File: src/rtl/pc_fetch_pkg.sv
// Shared MIPS fetch-side definitions: fetch FSM encodings, reset PC default,
// npc mode encodings and small address helpers.
package pc_fetch_pkg;

  localparam int unsigned ADDR_W = 32;
  localparam int unsigned DATA_W = 32;

  localparam logic [ADDR_W-1:0] RESET_PC_DEFAULT = 32'h0000_3000;

  typedef enum logic [1:0] {
    ST_IDLE = 2'b00,
    ST_REQ  = 2'b01,
    ST_HOLD = 2'b10,
    ST_ERR  = 2'b11
  } fetch_state_t;

  // Next-PC source selection used by the npc block feeding this fetch stage.
  typedef enum logic [1:0] {
    NPC_SEQ    = 2'b00,
    NPC_BRANCH = 2'b01,
    NPC_JUMP   = 2'b10,
    NPC_JR     = 2'b11
  } npc_mode_t;

  function automatic logic word_aligned(input logic [ADDR_W-1:0] addr);
    return (addr[1:0] == 2'b00);
  endfunction

endpackage

File: src/rtl/pc_fetch_timer.sv
// Fetch wait-cycle counter: expired pulses on the REQ cycle that would make
// the TIMEOUT-th consecutive cycle without a memory response.
module fetch_timer #(
  parameter int TIMEOUT = 15
) (
  input  logic clk,
  input  logic reset_n,
  input  logic clear,
  input  logic count,
  output logic expired
);

  localparam int CW = (TIMEOUT < 2) ? 1 : $clog2(TIMEOUT);
  localparam logic [CW-1:0] LIMIT = CW'(TIMEOUT - 1);

  logic [CW-1:0] cnt;

  always_ff @(posedge clk or negedge reset_n) begin
    if (!reset_n) begin
      cnt <= '0;
    end else if (clear) begin
      cnt <= '0;
    end else if (count) begin
      cnt <= cnt + CW'(1);
    end
  end

  assign expired = count && (cnt == LIMIT);

endmodule

File: src/rtl/pc_fetch.sv
// Instruction fetch stage: requests pc from imem, holds the word until the
// consumer acks, then loads npc. Optional wait timeout via FETCH_TIMEOUT_EN.
module pc_fetch
  import pc_fetch_pkg::*;
#(
  parameter logic [31:0] RESET_PC = RESET_PC_DEFAULT,
  parameter int          TIMEOUT  = 15
) (
  input  logic        clk,
  input  logic        reset_n,
  input  logic [31:0] npc,
  input  logic        instr_ack,
  output logic        imem_req,
  output logic [31:0] imem_addr,
  input  logic        imem_ready,
  input  logic [31:0] imem_rdata,
  output logic [31:0] pc,
  output logic [31:0] instr,
  output logic        instr_valid,
  output logic        fetch_err
);

  fetch_state_t state;
  logic         timed_out;

  assign imem_addr = pc;

`ifdef FETCH_TIMEOUT_EN
  logic timer_clear;
  logic timer_count;

  // Cleared on every transition into REQ so each fetch gets a fresh budget.
  assign timer_clear = (state == ST_IDLE) ||
                       ((state == ST_HOLD) && instr_ack && word_aligned(npc));
  assign timer_count = (state == ST_REQ) && !imem_ready;

  fetch_timer #(
    .TIMEOUT (TIMEOUT)
  ) u_timer (
    .clk     (clk),
    .reset_n (reset_n),
    .clear   (timer_clear),
    .count   (timer_count),
    .expired (timed_out)
  );
`else
  logic unused_timeout;

  assign unused_timeout = (TIMEOUT > 0);
  assign timed_out      = 1'b0;
`endif

  always_ff @(posedge clk or negedge reset_n) begin
    if (!reset_n) begin
      state       <= ST_IDLE;
      pc          <= RESET_PC;
      instr       <= '0;
      imem_req    <= 1'b0;
      instr_valid <= 1'b0;
      fetch_err   <= 1'b0;
    end else begin
      case (state)
        ST_IDLE: begin
          state    <= ST_REQ;
          imem_req <= 1'b1;
        end
        ST_REQ: begin
          if (imem_ready) begin
            instr       <= imem_rdata;
            state       <= ST_HOLD;
            imem_req    <= 1'b0;
            instr_valid <= 1'b1;
          end else if (timed_out) begin
            state     <= ST_ERR;
            imem_req  <= 1'b0;
            fetch_err <= 1'b1;
          end
        end
        ST_HOLD: begin
          if (instr_ack) begin
            pc          <= npc;
            instr_valid <= 1'b0;
            // A misaligned target is parked in pc so software can inspect it.
            if (word_aligned(npc)) begin
              state    <= ST_REQ;
              imem_req <= 1'b1;
            end else begin
              state     <= ST_ERR;
              fetch_err <= 1'b1;
            end
          end
        end
        default: begin
          state       <= ST_ERR;
          imem_req    <= 1'b0;
          instr_valid <= 1'b0;
          fetch_err   <= 1'b1;
        end
      endcase
    end
  end

endmodule
File: config.mk
export PLATFORM = sky130hd
export DESIGN_NAME = pc_fetch
export DESIGN_NICKNAME = d
export VERILOG_FILES = /design/src/rtl/pc_fetch_pkg.sv /design/src/rtl/pc_fetch_timer.sv /design/src/rtl/pc_fetch.sv
export SDC_FILE = /design/constraint.sdc
export NUM_CORES = 1
export LEC_CHECK = 0
export BUFFER_PORTS_ARGS = -buffer_cell sky130_fd_sc_hd__buf_2
export CORE_MARGIN = 3
export CORE_UTILIZATION = 46
export CTS_BUF_LIST = sky130_fd_sc_hd__clkbuf_8
export CTS_CLUSTER_SIZE = 14
export DETAILED_ROUTE_END_ITERATION = 16
export PLACE_DENSITY = 0.82
export SLEW_MARGIN = 15
export SYNTH_ARGS = -nofsm -noshare
export SYNTH_HDL_FRONTEND = slang
export SYNTH_SLANG_ARGS = --single-unit
File: constraint.sdc
create_clock -name clk -period 3.1 [get_ports clk]
set_clock_uncertainty 0.15 [all_clocks]
set_input_delay 0 -clock clk [delete_from_list [all_inputs] [get_ports clk]]
set_output_delay 0 -clock clk [all_outputs]
set_load 0.02 [all_outputs]
==> results.sh, run 1 <==
export IMPL_power_mw=3.18
export IMPL_start_util_pct=48.3
export IMPL_post_cts_buffers=0
export IMPL_p_per_area_nw_per_um2=691
export IMPL_fin_crit_sh_pct=60.3
export IMPL_path_depth=2
export IMPL_switching_power_mw=1.12
export IMPL_htreeDepth=3
export IMPL_finalHoldViolations=0
export IMPL_diodes=0
export IMPL_cp_cell_sequence="nand3b_4 > mux2_4"
export IMPL_clock_path_buffers=2
export IMPL_slew_headroom_pct=31.0
export IMPL_yosysWarnings=0
export IMPL_hold_path_class="primary input to async pin"
export IMPL_critPathMaxFanout=32
export IMPL_wl_per_cell_microns=15.6
export IMPL_fp_dieArea_sq_um=7850
export IMPL_cp_num_buf_inv=0
export IMPL_regArea_sq_um=1730
export IMPL_end_kind="flip-flop"
export IMPL_post_synth_top_area_cell="dfrtp_1"
export IMPL_grt_first_pass_wirelength_mm=11.4
export IMPL_grt_max_degree=49
export IMPL_yosys_top_cells_area="dfrtp_1 (53%), mux2_4 (28%), buf_4 (7.7%), buf_6 (2.9%), mux2_2 (1.8%)"
export IMPL_worstSetupPathType="flip-flop to flip-flop"
export IMPL_synth_top_area_share_pct=53.5
export IMPL_clkTransAtPathRegs_ns=0.08
export IMPL_nets=464
export IMPL_fmax_mhz=535
export IMPL_setup_tns_ns=0
export IMPL_cp_data_arrival_time_ns=1.93
export IMPL_filler_cell_count=448
export IMPL_synth_nets=258
export IMPL_vias=2222
export IMPL_r2r_slack_ns=1.23
export IMPL_synth_seq_cells=69
export IMPL_cp_start_kind="flip-flop"
export IMPL_hpwlAfterDp_mm=4.56
export IMPL_rows=29
export IMPL_worstSkewPairLatency_ns=0.32
export IMPL_numCtsBuffers=9
export IMPL_reg2reg_depth=2
export IMPL_wirelength_mm=7.45
export IMPL_r2r_start="state[0]"
export IMPL_place_gp_congestion=0.709
export IMPL_cp_top_family="simple AND/OR/NAND/NOR gates"
export IMPL_ir_drop_uv=407
export IMPL_drv_cap=0
export IMPL_setup_viol=0
export IMPL_pwr_share_clk_pct=22.1
export IMPL_io_pins=167
export IMPL_crit_required_ns=3.16
export IMPL_p_int_mw=2.07
export IMPL_syn_inst=190
export IMPL_status="finished, final reports clean"
export IMPL_p_leak_nw=2.61
export IMPL_ys_types=19
export IMPL_reg2reg_to="imem_addr[17]"
export IMPL_p_comb_share_pct=38.1
export IMPL_area_delta_synth_final_pct=47.0
export IMPL_drt_iter0_drc=36
export IMPL_io_buffers=166
export IMPL_cts_tree="done"
export IMPL_grt_use_total_pct=19.1
export IMPL_synth_area_per_cell_sq_um=16.5
export IMPL_drc=0
export IMPL_die_h_microns=88.6
export IMPL_crit_path_max_incr_delay_ns=0.60
export IMPL_antenna_found_initial=0
export IMPL_seq_area_frac_synth_pct=55.1
export IMPL_finalWorstSetupSlack_ns=1.23
export IMPL_min_period_ns=1.87
export IMPL_dp_slack_ns=1.21
export IMPL_slew_viol_final=0
export IMPL_grt_ovfl_total=0
export IMPL_cts_sinks=69
export IMPL_tightest_slew_ns=1.04
export IMPL_p_sw_share_pct=35.1
export IMPL_dr_pass1_iters=4
export IMPL_coreArea_sq_um=6490
export IMPL_drtAntennaViolNets=0
export IMPL_syn_area_sq_um=3140
export IMPL_rsz0062_at_grt="no"
export IMPL_seq_power_share_pct=39.8
export IMPL_critPathLaunch="state[0]"
export IMPL_cts_root_buf="clkbuf_8"
export IMPL_grt_pass1_vias=2341
export IMPL_viasPerCell=4.65
export IMPL_layout_drive_gt1_share_pct=62.3
export IMPL_crit_slowest_cell="nand3b_4"
export IMPL_crit_end="imem_addr[17]"
export IMPL_multiInputGateArea_sq_um=1080
export IMPL_die_w_microns=88.6
export IMPL_hold_slack_ns=0.249
timing repair:
action / 4_1_cts / 5_1_grt
hold buffers: 67 / 0
endpoints found under the hold margin: 114 / 0
gates resized for setup: 0 / 0
synthesized netlist by cell type:
cell type / count
buf_4: 32
o2bb2ai_1: 1
a21boi_0: 1
mux2_2: 5
nor2b_1: 1
a221oi_1: 1
buf_6: 8
or3b_1: 1
nor2_1: 2
nor4b_1: 1
mux2_4: 59
nand3b_4: 2
dfstp_2: 2
nand2b_1: 1
dfrtp_1: 67
o211ai_1: 1
a21oi_1: 3
and2_1: 1
nand2_1: 1
final cells by class:
| type | count | share of cell area [%] |
|---|---|---|
| multi-input cells | 81 | 23.4 |
| flip-flops and latches | 69 | 37.5 |
| well taps | 77 | 2.09 |
| clock buffers | 10 | 2.98 |
| clock inverters | 6 | 1.19 |
| repair buffers | 235 | 32.9 |
flip-flops by register name, summed over array words and instances, names as in the netlist:
signal       flops
state            2
fetch_err        1
instr           32
imem_addr       32
imem_req         1
instr_valid      1
metal layers:
metal | track usage [%] | vias up | wire length [microns]
met4 | 7.55 | 0 | 123
met5 | 0 | - | 0
li1 | - | 1033 | -
met2 | 34.6 | 106 | 3850
met1 | 21.5 | 1072 | 2970
met3 | 4.75 | 11 | 509
cells by family (layout without fill, tap and decap cells):
logic type             count (synthesis)  count (layout)  share of synthesized area, %
multiplexers                          64              64                          30.0
AND/OR/NAND/NOR                       10              10                          2.79
flip-flops                            69              69                          55.1
buffers and inverters                 40             251                          10.5
AO/OA/AOI/OAI                          7               7                          1.52
worst register-to-register path, cell delays in order, from the launching register on:
cell	delay (ns)
dfrtp_1	0.49
nand3b_4	0.60
mux2_4	0.51
metrics by stage:
| stage | instances | cell area, sq um | util (%) |
|---|---|---|---|
| finish | 478 | 4610 | 71.0 |
| global placement | 395 | 3750 | 57.7 |
| floorplan | 190 | 3140 | - |
| CTS | 478 | 4610 | 71.0 |
| global route | 478 | 4610 | 71.0 |
| detailed placement | 395 | 3750 | 57.7 |
how the worst min path moves through the flow:
stage                                to  slack (ns)     startpoint  depth (start not counted)
after global placement    imem_addr[23]        0.08        reset_n                          1
after floorplan               fetch_err       -0.45        reset_n                          0
after detailed placement  imem_addr[24]        0.08        npc[24]                          2
after global routing           instr[2]        0.28  imem_rdata[2]                          3
final                     imem_addr[23]        0.25        reset_n                          2
after CTS                 imem_addr[18]        0.26        reset_n                          2
layout by cell type, fill, tap and decap left out, drive strengths merged:
cell type	count
buf	168
dfrtp	67
dlygate4sd3	67
mux2	64
clkbuf	10
a21oi	3
nand3b	2
nor2	2
clkinv	2
inv	2
dfstp	2
a21boi	1
nand2b	1
nor2b	1
or3b	1
and2	1
a221oi	1
o2bb2ai	1
o211ai	1
nand2	1
nor4b	1
bufinv	1
clkinvlp	1
power groups by stage:
stage	Sequential, mW	Combinational [mW]	Clock (mW)
after floorplan	1.53	0.597	0
after global placement	1.26	1.13	0
after detailed placement	1.27	1.15	0
after CTS	1.26	1.21	0.728
after global routing	1.30	1.28	0.758
final	1.27	1.21	0.704
Power figures use the tool's default switching activity.
==> inputs of run 2 (changes only) <==
- CORE_UTILIZATION: 46 -> 42
- PLACE_DENSITY: 0.82 -> 0.79
- clock period: 3.1 -> 1.7 ns (I/O delays scaled with it)
==> results.sh, run 2 (same netlist as run 1, synthesis figures left out) <==
export IMPL_finalHoldViolations=0
export IMPL_grt_ovfl_total=0
export IMPL_rsz0062_at_grt="no"
export IMPL_place_gp_congestion=0.701
export IMPL_rows=30
export IMPL_final_core_util_pct=67.3
export IMPL_grt_pass1_vias=2467
export IMPL_clock_path_buffers=2
export IMPL_setup_tns_ns=0
export IMPL_io_buffers=166
export IMPL_crit_required_ns=1.77
export IMPL_start_util_pct=44.7
export IMPL_drv_cap=0
export IMPL_fp_dieArea_sq_um=8540
export IMPL_die_w_microns=92.4
export IMPL_slew_headroom_pct=76.3
export IMPL_cts_tree="done"
export IMPL_io_pins=167
export IMPL_finalWorstSetupSlack_ns=0.161
export IMPL_grt_first_pass_wirelength_mm=12.5
export IMPL_min_period_ns=1.54
export IMPL_end_kind="flip-flop"
export IMPL_grt_max_degree=70
export IMPL_viasPerCell=4.50
export IMPL_layout_drive_gt1_share_pct=63.0
export IMPL_drt_iter0_drc=47
export IMPL_hold_path_class="primary input to async pin"
export IMPL_antenna_found_initial=0
export IMPL_hold_slack_ns=0.0580
export IMPL_grt_use_total_pct=18.8
export IMPL_layout_common_cells="buf_2 (166), dfrtp_1 (67), dlygate4sd3_1 (67)"
export IMPL_drtAntennaViolNets=0
export IMPL_p_per_area_nw_per_um2=1230
export IMPL_p_leak_nw=2.65
export IMPL_dp_slack_ns=0.149
export IMPL_fmax_mhz=650
export IMPL_cts_sinks=69
export IMPL_worstSkewPairLatency_ns=0.33
export IMPL_critPathMaxFanout=17
export IMPL_die_h_microns=92.4
export IMPL_cp_start_kind="flip-flop"
export IMPL_clkTransAtPathRegs_ns=0.08
export IMPL_worstSetupPathType="flip-flop to flip-flop"
export IMPL_drc=0
export IMPL_slew_viol_final=0
export IMPL_numCtsBuffers=9
export IMPL_wl_per_cell_microns=15.5
export IMPL_layout_commonest_cell="buf_2"
export IMPL_dr_pass1_iters=4
export IMPL_coreArea_sq_um=7020
export IMPL_cts_root_buf="clkbuf_8"
export IMPL_ir_drop_uv=483
export IMPL_fin_crit_sh_pct=90.5
export IMPL_hpwlAfterDp_mm=4.73
export IMPL_tightest_slew_ns=0.355
export IMPL_diodes=0
export IMPL_vias=2252
export IMPL_setup_viol=0
export IMPL_status="finished, final reports clean"
export IMPL_area_delta_synth_final_pct=50.7
export IMPL_htreeDepth=3
export IMPL_cp_data_arrival_time_ns=1.61
export IMPL_wirelength_mm=7.79
export IMPL_nets=468
export IMPL_power_mw=5.81
run 2: cell count changes in the layout (fill, tap and decap cells not counted):
cell and delta:
buf_12 +5, buf_4 -1, clkbuf_8 -1, clkinv_4 +1, clkinvlp_4 +1, inv_1 -1
run 2: where the power goes:
part	leakage, nW	internal [mW]	total, mW	switching, mW
clock network	0.0964	0.669	1.27	0.604
registers	0.856	2.04	2.32	0.273
logic	1.69	1.02	2.22	1.19
total	2.65	3.74	5.81	2.07
run 2: metrics by stage:
stage | std cells | cell area [sq um]
after detailed placement | 418 | 3860
after global placement | 418 | 3860
final | 501 | 4730
after CTS | 501 | 4730
after floorplan | 190 | 3140
after global routing | 501 | 4730
run 2: path summary, 6_finish.rpt:
| kind | startpoint | end | slack (ns) | cells after the start |
|---|---|---|---|---|
| setup / recovery | state[1] | instr[31] | 0.16 | 3 |
| hold / removal | reset_n | imem_addr[17] | 0.06 | 3 |
| setup reg to reg | state[1] | instr[31] | 0.16 | 3 |
| hold reg to reg | fetch_err | fetch_err | 0.33 | 2 |
| max in group asynchronous | reset_n | imem_addr[13] | 1.02 | 3 |
| min in group clk | npc[24] | imem_addr[24] | 0.28 | 3 |
run 2: layout make-up:
class                           instances  area (sq um)
Clock buffer                            9           124
Clock inverter                          7          67.6
Fill cell                             492          2290
Multi-Input combinational cell         81          1080
Sequential cell                        69          1730
Tap cell                               96           120
Timing Repair Buffer                  239          1610
run 2: layer usage:
layer	part of all wire, %	routed length, microns	global-route usage, %	up-vias
met2	53	4120	34.1	97
met1	39	3060	21.2	1104
met4	1.2	90	5.57	0
li1	-	-	-	1040
met5	0	0	0	-
met3	6.6	512	5.61	11
run 2: what timing repair did:
action | CTS | global route
hold buffers | 67 | 0
hold endpoints to repair | 138 | 0
resized for setup | 0 | 0
buffers inserted | 0 | 0
setup endpoints to repair | 0 | 0
run 2: worst max-delay path: stages (launching register included):
cell and delay, ns:
dfrtp_1 0.52, nand3b_4 0.23, buf_12 0.18, mux2_2 0.35
